===== src/rtl/e203_fpu_pkg.sv =====
// Shared definitions for the FPU misc writeback slice: source encodings,
// register-index width and the tag carried with every writeback entry.
package e203_fpu_pkg;

  localparam int unsigned RFIDX_W    = 5;
  localparam int unsigned FMIS_XLEN  = 32;
  localparam int unsigned WBCK_TAG_W = RFIDX_W + 1;

  typedef enum logic [1:0] {
    FMIS_SRC_SGNJ = 2'd0,
    FMIS_SRC_MM   = 2'd1,
    FMIS_SRC_CLS  = 2'd2
  } fmis_src_e;

  typedef struct packed {
    logic [RFIDX_W-1:0] rdidx;
    logic               rdfpu;
  } wbck_tag_t;

  // Entry layout is {wdat, rdidx, rdfpu}, i.e. xlen + 6 bits.
  function automatic int unsigned wbck_ent_w(input int unsigned xlen);
    return xlen + WBCK_TAG_W;
  endfunction

endpackage


===== src/rtl/e203_exu_fpu_fmis_fifo.sv =====
// Generic DEPTH x WIDTH synchronous FIFO with flush and occupancy output.
// DEPTH must be a power of two so the pointers wrap naturally.
module e203_exu_fpu_fmis_fifo #(
  parameter int unsigned DEPTH = 2,
  parameter int unsigned WIDTH = 38
) (
  input  logic                         clk,
  input  logic                         rst,
  input  logic                         flush,
  input  logic                         push_i,
  input  logic [WIDTH-1:0]             pdat_i,
  input  logic                         pop_i,
  output logic                         empty_o,
  output logic                         full_o,
  output logic [WIDTH-1:0]             rdat_o,
  output logic [$clog2(DEPTH+1)-1:0]   occ_o
);

  localparam int unsigned PTR_W = $clog2(DEPTH);
  localparam int unsigned OCC_W = $clog2(DEPTH + 1);

  logic [WIDTH-1:0] mem_q [DEPTH];
  logic [PTR_W-1:0] wr_ptr_q, wr_ptr_d;
  logic [PTR_W-1:0] rd_ptr_q, rd_ptr_d;
  logic [OCC_W-1:0] occ_q, occ_d;
  logic             push_ok, pop_ok;

  assign empty_o = (occ_q == '0);
  assign full_o  = (occ_q == OCC_W'(DEPTH));
  assign rdat_o  = mem_q[rd_ptr_q];
  assign occ_o   = occ_q;

  always_comb begin
    push_ok  = push_i && !full_o;
    pop_ok   = pop_i && !empty_o;
    wr_ptr_d = wr_ptr_q;
    rd_ptr_d = rd_ptr_q;
    occ_d    = occ_q;
    if (push_ok) wr_ptr_d = wr_ptr_q + PTR_W'(1);
    if (pop_ok)  rd_ptr_d = rd_ptr_q + PTR_W'(1);
    case ({push_ok, pop_ok})
      2'b10:   occ_d = occ_q + OCC_W'(1);
      2'b01:   occ_d = occ_q - OCC_W'(1);
      default: occ_d = occ_q;
    endcase
    // Flush wins over any same-cycle push or pop.
    if (flush) begin
      wr_ptr_d = '0;
      rd_ptr_d = '0;
      occ_d    = '0;
    end
  end

  always_ff @(posedge clk) begin
    if (rst) begin
      wr_ptr_q <= '0;
      rd_ptr_q <= '0;
      occ_q    <= '0;
      for (int i = 0; i < int'(DEPTH); i++) mem_q[i] <= '0;
    end else begin
      wr_ptr_q <= wr_ptr_d;
      rd_ptr_q <= rd_ptr_d;
      occ_q    <= occ_d;
      if (push_ok && !flush) mem_q[wr_ptr_q] <= pdat_i;
    end
  end

endmodule


===== src/rtl/e203_exu_fpu_fmis_wbck.sv =====
// FPU misc writeback: fixed-priority arbitration of sgnj/mm/cls results,
// tagging with the destination register, FIFO buffering and in-order output.
// Optional zero-latency empty-FIFO bypass: E203_FMIS_WBCK_BYPASS_EN.
module e203_exu_fpu_fmis_wbck
  import e203_fpu_pkg::*;
#(
  parameter int unsigned DEPTH = 2,
  parameter int unsigned XLEN  = FMIS_XLEN
) (
  input  logic                        clk,
  input  logic                        rst,
  input  logic                        flush,
  input  logic                        sgnj_i_valid,
  output logic                        sgnj_i_ready,
  input  logic [XLEN-1:0]             sgnj_i_wdat,
  input  logic                        mm_i_valid,
  output logic                        mm_i_ready,
  input  logic [XLEN-1:0]             mm_i_wdat,
  input  logic                        cls_i_valid,
  output logic                        cls_i_ready,
  input  logic [XLEN-1:0]             cls_i_wdat,
  input  logic [RFIDX_W-1:0]          i_rdidx,
  input  logic                        i_rdfpu,
  output logic                        wbck_o_valid,
  input  logic                        wbck_o_ready,
  output logic [XLEN-1:0]             wbck_o_wdat,
  output logic [RFIDX_W-1:0]          wbck_o_rdidx,
  output logic                        wbck_o_rdfpu,
  output logic [$clog2(DEPTH+1)-1:0]  occ
);

  localparam int unsigned ENT_W = wbck_ent_w(XLEN);

  fmis_src_e        win_src;
  logic             win_vld;
  logic             win_rdy;
  logic [XLEN-1:0]  win_dat;
  wbck_tag_t        win_tag;
  wbck_tag_t        out_tag;
  logic             byp;
  logic             fifo_push;
  logic             fifo_empty;
  logic             fifo_full;
  logic [ENT_W-1:0] fifo_rdat;

  // Fixed priority sgnj > mm > cls; losers hold their valid/data.
  always_comb begin
    win_src = FMIS_SRC_SGNJ;
    win_vld = 1'b0;
    win_dat = '0;
    if (sgnj_i_valid) begin
      win_src = FMIS_SRC_SGNJ;
      win_vld = 1'b1;
      win_dat = sgnj_i_wdat;
    end else if (mm_i_valid) begin
      win_src = FMIS_SRC_MM;
      win_vld = 1'b1;
      win_dat = mm_i_wdat;
    end else if (cls_i_valid) begin
      win_src = FMIS_SRC_CLS;
      win_vld = 1'b1;
      win_dat = cls_i_wdat;
    end
  end

  assign win_tag = '{rdidx: i_rdidx, rdfpu: i_rdfpu};

`ifdef E203_FMIS_WBCK_BYPASS_EN
  assign win_rdy = !rst && !flush &&
                   (fifo_empty ? (!fifo_full || wbck_o_ready) : !fifo_full);
  // Bypass only from an empty FIFO, so ordering is never disturbed.
  assign byp     = fifo_empty && wbck_o_ready && win_vld && win_rdy;
`else
  assign win_rdy = !rst && !flush && !fifo_full;
  assign byp     = 1'b0;
`endif

  assign sgnj_i_ready = win_rdy && (win_src == FMIS_SRC_SGNJ);
  assign mm_i_ready   = win_rdy && (win_src == FMIS_SRC_MM);
  assign cls_i_ready  = win_rdy && (win_src == FMIS_SRC_CLS);
  assign fifo_push    = win_vld && win_rdy && !byp;

  e203_exu_fpu_fmis_fifo #(
    .DEPTH (DEPTH),
    .WIDTH (ENT_W)
  ) u_fifo (
    .clk     (clk),
    .rst     (rst),
    .flush   (flush),
    .push_i  (fifo_push),
    .pdat_i  ({win_dat, win_tag}),
    .pop_i   (wbck_o_ready),
    .empty_o (fifo_empty),
    .full_o  (fifo_full),
    .rdat_o  (fifo_rdat),
    .occ_o   (occ)
  );

  always_comb begin
    wbck_o_valid           = !fifo_empty;
    {wbck_o_wdat, out_tag} = fifo_rdat;
    if (byp) begin
      wbck_o_valid = 1'b1;
      wbck_o_wdat  = win_dat;
      out_tag      = win_tag;
    end
    wbck_o_rdidx = out_tag.rdidx;
    wbck_o_rdfpu = out_tag.rdfpu;
  end

endmodule


===== config.mk =====
export PLATFORM = sky130hd
export DESIGN_NAME = e203_exu_fpu_fmis_wbck
export DESIGN_NICKNAME = d
export VERILOG_FILES = /design/src/rtl/e203_fpu_pkg.sv /design/src/rtl/e203_exu_fpu_fmis_fifo.sv /design/src/rtl/e203_exu_fpu_fmis_wbck.sv
export SDC_FILE = /design/constraint.sdc
export NUM_CORES = 1
export LEC_CHECK = 0
export BUFFER_PORTS_ARGS = -buffer_cell sky130_fd_sc_hd__buf_2
export CORE_MARGIN = 2
export CORE_UTILIZATION = 54
export DETAILED_ROUTE_END_ITERATION = 7
export PLACE_DENSITY = 0.95
export REMOVE_ABC_BUFFERS = 1
export SLEW_MARGIN = 20
export SYNTH_ARGS = -nofsm -noshare
export SYNTH_HDL_FRONTEND = slang
export SYNTH_SLANG_ARGS = --single-unit

===== constraint.sdc =====
create_clock -name clk -period 8.5 [get_ports clk]
set_input_delay 1.7 -clock clk [delete_from_list [all_inputs] [get_ports clk]]
set_output_delay 1.7 -clock clk [all_outputs]
set_load 0.01 [all_outputs]

==> impl_metrics.xml, run 1 <==
<?xml version="1.0" encoding="UTF-8"?>
<metrics>
  <group name="status">
    <metric name="outcome" unit="">finished clean</metric>
  </group>
  <group name="hold_path">
    <metric name="timing.hold.worst_endpoint" unit="">u_fifo.wr_ptr_q</metric>
    <metric name="worst_hold_path_type" unit="">register to register</metric>
    <metric name="hold_path_startpoint" unit="">u_fifo.wr_ptr_q</metric>
    <metric name="hold_path_depth" unit="">2</metric>
  </group>
  <group name="finish">
    <metric name="final_area" unit="um2">5220</metric>
    <metric name="fill_count" unit="">581</metric>
    <metric name="n_antenna_cell" unit="">0</metric>
    <metric name="area_delta_synth_final" unit="%">21.81</metric>
    <metric name="most_common_cell_after_layout_fill_and_taps_aside" unit="">sky130_fd_sc_hd__buf_2</metric>
    <metric name="finalNonFillerCells" unit="">630</metric>
    <metric name="nets" unit="">633</metric>
    <metric name="layout_common_cells" unit="">sky130_fd_sc_hd__buf_2, sky130_fd_sc_hd__edfxtp_1, sky130_fd_sc_hd__nor2_1</metric>
    <metric name="layout-drive-gt1-share" unit="%">41.48</metric>
  </group>
  <group name="place">
    <metric name="placed_cells" unit="">614</metric>
    <metric name="place.gp.congestion" unit="">0.7159</metric>
    <metric name="port_buffers" unit="">152</metric>
    <metric name="dp_worst_setup_slack" unit="ns">3.426</metric>
    <metric name="dp_hpwl" unit="um">6046</metric>
    <metric name="placed_cell_area" unit="um2">5030</metric>
  </group>
  <group name="setup_path">
    <metric name="criticalPathCategory" unit="">input pin to register</metric>
    <metric name="ff2ff_setup_slack" unit="ns">5.60</metric>
    <metric name="cpPeakStageDelay" unit="ns">1.03</metric>
    <metric name="critical_path.cell_chain" unit="">buf_2 &gt; nor3_1 &gt; or4_2 &gt; nand2b_2</metric>
    <metric name="r2r-end" unit="">u_fifo.mem_q[0][24]</metric>
    <metric name="crit_slowest_cell" unit="">sky130_fd_sc_hd__or4_2</metric>
    <metric name="r2r_cells" unit="">3</metric>
    <metric name="critPathLaunchType" unit="">input pin</metric>
    <metric name="worst_ep_required_time" unit="ns">8.45</metric>
    <metric name="worst-path-max-fanout" unit="">68</metric>
    <metric name="worstPathArrival" unit="ns">4.55</metric>
    <metric name="worstReg2RegStart" unit="">u_fifo.occ_o[0]</metric>
    <metric name="setup.worst_path.end_class" unit="">register</metric>
  </group>
  <group name="power">
    <metric name="vdd_drop_max" unit="V">0.0001002</metric>
    <metric name="power.static_leakage" unit="nW">2.359</metric>
    <metric name="power_density" unit="nW/um2">166.1</metric>
  </group>
  <group name="clock_tree">
    <metric name="cts_hold_buf" unit="">0</metric>
    <metric name="htreeDepth" unit="">3</metric>
    <metric name="clkSinkCount" unit="">81</metric>
    <metric name="clk_pin_slew_worst_paths" unit="ns">0.07</metric>
    <metric name="clock_tree_from_tritoncts" unit="">yes</metric>
    <metric name="cts-buffers-inserted" unit="">9</metric>
    <metric name="clock_insertion_delay_worst_skew" unit="ns">0.33</metric>
    <metric name="cts.path.max_buffers" unit="">2</metric>
    <metric name="postCtsResizedCells" unit="">0</metric>
    <metric name="post_cts.repair.setup_buffers" unit="">0</metric>
    <metric name="library_cell_used_as_clock_root_buffer" unit="">sky130_fd_sc_hd__clkbuf_8</metric>
  </group>
  <group name="global_route">
    <metric name="grt_antenna_before_repair" unit="">0</metric>
    <metric name="gr-usage-all-layers" unit="%">20.56</metric>
    <metric name="global_route_wire_length_before_repair" unit="um">13650</metric>
    <metric name="first_global_vias" unit="">3119</metric>
    <metric name="pin_count_of_the_biggest_net_entering_global_routing" unit="">69</metric>
    <metric name="globalRoute.totalOverflow" unit="">0</metric>
  </group>
  <group name="floorplan">
    <metric name="fp.dieArea" unit="um2">8665</metric>
    <metric name="boundaryPins" unit="">153</metric>
    <metric name="fp.coreArea" unit="um2">7727</metric>
    <metric name="die_height" unit="um">93.09</metric>
    <metric name="die_w" unit="um">93.09</metric>
    <metric name="initial_core_util" unit="%">55.46</metric>
    <metric name="floorplan.rows" unit="">32</metric>
  </group>
  <group name="routing">
    <metric name="detailedRoute.firstPassIterationCount" unit="">6</metric>
    <metric name="post_drt_via_cell_ratio" unit="">5.348</metric>
    <metric name="antenna_left" unit="">0</metric>
    <metric name="via_count" unit="">3369</metric>
    <metric name="wirelength" unit="um">9134</metric>
    <metric name="number_of_remaining_drc_errors" unit="">0</metric>
    <metric name="avgRoutedWirePerCell" unit="um">14.50</metric>
    <metric name="drt_iter0_markers" unit="">183</metric>
  </group>
  <group name="timing">
    <metric name="setup_ws_final" unit="ns">3.901</metric>
    <metric name="finalSetupViolCount" unit="">0</metric>
    <metric name="fmax" unit="MHz">217.4</metric>
    <metric name="fin_tns_setup" unit="ns">0</metric>
    <metric name="unrepaired_setup_endpoints_after_global_routing" unit="">false</metric>
    <metric name="whs" unit="ns">0.5205</metric>
    <metric name="hold_violations" unit="">0</metric>
    <metric name="final_max_slew_viol_count" unit="">0</metric>
    <metric name="final.period_utilization" unit="%">54.11</metric>
    <metric name="skew" unit="ns">0.009530</metric>
    <metric name="max-slew-margin-rel" unit="%">33.79</metric>
    <metric name="fin_crit" unit="ns">4.599</metric>
    <metric name="timing_worst_slew_pin_value" unit="ns">0.9931</metric>
  </group>
  <group name="yosys">
    <metric name="syn-cell-area" unit="um2">4285</metric>
    <metric name="syn_avg_cell_area" unit="um2">10.93</metric>
    <metric name="yosys_warnings" unit="">0</metric>
    <metric name="synth_top_cells_by_area" unit="">sky130_fd_sc_hd__edfxtp_1, sky130_fd_sc_hd__mux2_2, sky130_fd_sc_hd__a22o_1</metric>
    <metric name="ys_types" unit="">30</metric>
    <metric name="syn_inst" unit="">392</metric>
    <metric name="seq_area_frac_synth" unit="%">55.59</metric>
    <metric name="synth_largest_type_area_fraction" unit="%">53.26</metric>
    <metric name="synth_top_cell_by_area" unit="">sky130_fd_sc_hd__edfxtp_1</metric>
    <metric name="postSynthRegisterBits" unit="">81</metric>
  </group>
  <group name="job">
    <metric name="timing.max_cap.violations" unit="">0</metric>
  </group>
</metrics>
[worst max-delay path by stage]
stage	start	end	slack [ns]	cells past startpoint
floorplan	flush	u_fifo.mem_q[0][0]	4.00	3
global placement	sgnj_i_valid	u_fifo.mem_q[0][29]	3.56	4
detailed placement	sgnj_i_valid	u_fifo.mem_q[0][2]	3.43	4
CTS	sgnj_i_valid	u_fifo.mem_q[0][24]	3.78	4
global route	mm_i_valid	u_fifo.mem_q[0][24]	3.63	4
finish	mm_i_valid	u_fifo.mem_q[0][24]	3.90	4
[synthesized netlist by cell type (all sizes together)]
master / number
a21oi: 33
nand2: 2
nand4b: 1
nor2: 83
o211ai: 1
nand3b: 32
mux2: 38
or2: 2
ha: 1
nor3b: 1
inv: 38
o21ai: 1
or3: 2
clkbuf: 22
o21a: 1
buf: 11
or4: 1
nor2b: 1
xor2: 1
nor3: 1
a22o: 32
nand2b: 3
edfxtp: 76
nor4b: 1
xnor2: 2
dfxtp: 5
[through the flow]
step	utilization, %	power, W
final	67.55	0.0008669
after global placement	65.09	0.0006053
after detailed placement	65.09	0.0006128
after floorplan	-	0.0005480
after CTS	67.52	0.0008714
after global routing	67.55	0.0009005
[where the power goes]
part,leakage (nW),internal [W],switching [W],total [W]
sequential,0.840,0.000462,0.00000725,0.000469
combinational,1.43,0.0000628,0.0000715,0.000134
clock,0.0933,0.000135,0.000128,0.000263
total,2.36,0.000660,0.000206,0.000867
[routing by layer]
metal / vias to the layer above / global-route usage, % / part of all wire [%]
li1: 1636 / - / -
met1: 1579 / 24.81 / 41
met2: 138 / 35.02 / 51
met3: 16 / 4.996 / 6.4
met4: 0 / 9.191 / 1.7
met5: - / 0 / 0
[sequential cells by signal (all words and copies together) (netlist names), named ones only]
signal,count
u_fifo.rd_ptr_q,1
u_fifo.mem_q,76
u_fifo.occ_o,2
u_fifo.wr_ptr_q,1
[kinds of logic (layout without fill, tap and decap cells)]
family	after synthesis	count (layout)	share of synthesized area, %
AO/OA/AOI/OAI	68	68	10.86
XOR/XNOR	3	3	0.6133
adder cells (fa/ha/maj)	1	1	0.2919
buffers and inverters	71	207	7.037
flip-flops	81	81	55.59
multiplexers	38	38	9.985
AND/OR/NAND/NOR	130	130	15.62
[worst max-delay path, delay by kind of cell]
kind          cells  cell delay, ns
simple gates      3            2.08
buf+inv           1            0.74
[final cells by class]
type / instances / area (um2) / share of cell area [%]
Inverter: 38 / 142.6 / 2.733
Multi-Input combinational cell: 240 / 1608 / 30.80
Tap cell: 102 / 127.6 / 2.445
Timing Repair Buffer: 153 / 770.7 / 14.77
Clock inverter: 5 / 56.30 / 1.079
Clock buffer: 11 / 131.4 / 2.517
Sequential cell: 81 / 2384 / 45.66
(Power assumes the default switching activity.)
==> run 2: changes to the inputs <==
Settings changed: CORE_UTILIZATION 54 to 50, PLACE_DENSITY 0.95 to 0.91.
Clock period 8.5 ns to 4.72 ns, I/O delays scaled along.
==> impl_metrics.xml, run 2 (synthesized netlist as in run 1, its figures left out) <==
<?xml version="1.0" encoding="UTF-8"?>
<metrics>
  <group name="status">
    <metric name="outcome" unit="">finished clean</metric>
  </group>
  <group name="clock_tree">
    <metric name="clock_tree_from_tritoncts" unit="">yes</metric>
    <metric name="cts-buffers-inserted" unit="">9</metric>
    <metric name="post_cts.repair.setup_buffers" unit="">0</metric>
    <metric name="clk_pin_slew_worst_paths" unit="ns">0.06</metric>
    <metric name="clkSinkCount" unit="">81</metric>
    <metric name="library_cell_used_as_clock_root_buffer" unit="">sky130_fd_sc_hd__clkbuf_8</metric>
    <metric name="htreeDepth" unit="">3</metric>
    <metric name="clock_insertion_delay_worst_skew" unit="ns">0.34</metric>
    <metric name="cts.path.max_buffers" unit="">2</metric>
    <metric name="postCtsResizedCells" unit="">0</metric>
    <metric name="cts_hold_buf" unit="">0</metric>
  </group>
  <group name="global_route">
    <metric name="global_route_wire_length_before_repair" unit="um">13710</metric>
    <metric name="pin_count_of_the_biggest_net_entering_global_routing" unit="">68</metric>
    <metric name="globalRoute.totalOverflow" unit="">0</metric>
    <metric name="grt_antenna_before_repair" unit="">0</metric>
    <metric name="gr-usage-all-layers" unit="%">19.51</metric>
    <metric name="first_global_vias" unit="">3061</metric>
  </group>
  <group name="setup_path">
    <metric name="worst_ep_required_time" unit="ns">4.68</metric>
    <metric name="critical_path.most_common_cell" unit="">sky130_fd_sc_hd__buf_4</metric>
    <metric name="cpLargestDelayFamily" unit="">simple AND/OR/NAND/NOR gates</metric>
    <metric name="ff2ff_setup_slack" unit="ns">2.09</metric>
    <metric name="cpPeakStageDelay" unit="ns">0.74</metric>
    <metric name="criticalPathCategory" unit="">input pin to register</metric>
    <metric name="worstReg2RegStart" unit="">u_fifo.occ_o[0]</metric>
    <metric name="crit_slowest_cell" unit="">sky130_fd_sc_hd__nand2b_2</metric>
    <metric name="worst-path-max-fanout" unit="">40</metric>
    <metric name="critPathLaunch" unit="">cls_i_valid</metric>
    <metric name="worstPathArrival" unit="ns">3.17</metric>
    <metric name="cp_buf_inv_count" unit="">3</metric>
    <metric name="critical_path.cell_chain" unit="">buf_2 &gt; buf_4 &gt; nor3_1 &gt; or4_2 &gt; buf_4 &gt; nand2b_2</metric>
    <metric name="setup.worst_path.end_class" unit="">register</metric>
    <metric name="critPathLaunchType" unit="">input pin</metric>
  </group>
  <group name="timing">
    <metric name="fin_crit" unit="ns">3.209</metric>
    <metric name="max-slew-margin-rel" unit="%">33.08</metric>
    <metric name="whs" unit="ns">0.5142</metric>
    <metric name="timing_worst_slew_pin_value" unit="ns">1.004</metric>
    <metric name="fin_tns_setup" unit="ns">0</metric>
    <metric name="final_max_slew_viol_count" unit="">0</metric>
    <metric name="skew" unit="ns">0.009456</metric>
    <metric name="finalSetupViolCount" unit="">0</metric>
    <metric name="fmax" unit="MHz">311.6</metric>
    <metric name="final.period_utilization" unit="%">67.99</metric>
    <metric name="hold_violations" unit="">0</metric>
    <metric name="unrepaired_setup_endpoints_after_global_routing" unit="">false</metric>
  </group>
  <group name="routing">
    <metric name="wirelength" unit="um">9132</metric>
    <metric name="post_drt_via_cell_ratio" unit="">5.217</metric>
    <metric name="number_of_remaining_drc_errors" unit="">0</metric>
    <metric name="via_count" unit="">3323</metric>
    <metric name="avgRoutedWirePerCell" unit="um">14.34</metric>
    <metric name="detailedRoute.firstPassIterationCount" unit="">4</metric>
    <metric name="antenna_left" unit="">0</metric>
    <metric name="drt_iter0_markers" unit="">88</metric>
  </group>
  <group name="floorplan">
    <metric name="fp.coreArea" unit="um2">8258</metric>
    <metric name="die_w" unit="um">96.58</metric>
    <metric name="boundaryPins" unit="">153</metric>
    <metric name="initial_core_util" unit="%">51.89</metric>
    <metric name="floorplan.rows" unit="">33</metric>
    <metric name="fp.dieArea" unit="um2">9328</metric>
    <metric name="die_height" unit="um">96.58</metric>
  </group>
  <group name="finish">
    <metric name="finalNonFillerCells" unit="">637</metric>
    <metric name="multi_input_comb_area" unit="um2">1608</metric>
    <metric name="nets" unit="">637</metric>
    <metric name="fill_count" unit="">674</metric>
    <metric name="most_common_cell_after_layout_fill_and_taps_aside" unit="">sky130_fd_sc_hd__buf_2</metric>
    <metric name="layout-drive-gt1-share" unit="%">41.17</metric>
    <metric name="layout_common_cells" unit="">sky130_fd_sc_hd__buf_2, sky130_fd_sc_hd__edfxtp_1, sky130_fd_sc_hd__nor2_1</metric>
    <metric name="largest-register" unit="">u_fifo.mem_q</metric>
    <metric name="largest_reg_flops" unit="">76</metric>
    <metric name="n_antenna_cell" unit="">0</metric>
    <metric name="area_delta_synth_final" unit="%">21.69</metric>
    <metric name="sequential_cell_area" unit="um2">2384</metric>
  </group>
  <group name="power">
    <metric name="totalPowerFinal" unit="W">0.001502</metric>
    <metric name="vdd_drop_max" unit="V">0.0001477</metric>
    <metric name="power_density" unit="nW/um2">288.0</metric>
    <metric name="power.static_leakage" unit="nW">2.359</metric>
  </group>
  <group name="hold_path">
    <metric name="worst_hold_path_type" unit="">register to register</metric>
    <metric name="hold_path_startpoint" unit="">u_fifo.rd_ptr_q</metric>
  </group>
  <group name="place">
    <metric name="dp_hpwl" unit="um">6079</metric>
    <metric name="placed_cells" unit="">621</metric>
    <metric name="port_buffers" unit="">152</metric>
    <metric name="place.gp.congestion" unit="">0.7266</metric>
  </group>
  <group name="job">
    <metric name="timing.max_cap.violations" unit="">0</metric>
  </group>
</metrics>
[run 2: changes by cell type in the layout (fill, tap and decap cells not counted), sizes merged]
cell,delta
buf,+4
clkbuf,+4
clkinv,-2
bufinv,-1
clkinvlp,-1
[run 2: worst paths after layout]
kind              cells after the start             endpoint
setup / recovery                      6  u_fifo.mem_q[0][26]
hold / removal                        2             register
setup reg to reg                      4  u_fifo.mem_q[0][26]
hold reg to reg                       2             register
[run 2: metal layers]
layer	part of all wire [%]	vias up	GRT usage, %
met1	42	1530	24.51
met4	1.0	0	5.986
li1	-	1647	-
met5	0	-	0
met3	7.3	9	4.344
met2	49	137	33.74
[run 2: tightest hold or removal path, delay by kind of cell (launching register included)]
kind	cells	cell delay [ns]
flops	1	0.32
xor+xnor	1	0.08
simple gates	1	0.07
[run 2: per-stage QoR]
stage	util [%]	setup WS, ns	instance area (um2)
2_1_floorplan	-	0.9733	4126
3_3_place_gp	61.32	1.201	5064
3_5_place_dp	61.32	1.125	5064
4_1_cts	63.15	1.490	5215
5_1_grt	63.15	1.348	5215
6_report	63.15	1.511	5215
[run 2: final cells by class]
cell class	instances	area share (%)
repair buffers	157	15.31
flip-flops and latches	81	45.71
inverters	38	2.735
clock buffers	15	2.807
clock inverters	1	0.09597
well taps	105	2.519
multi-input cells	240	30.83
[run 2: where the power goes]
part           internal [W]  leakage (nW)  total [W]  switching, W
combinational      0.000115          1.44   0.000244      0.000129
clock              0.000192        0.0757   0.000413      0.000221
sequential         0.000832         0.840   0.000845     0.0000127
total               0.00114          2.36    0.00150      0.000363
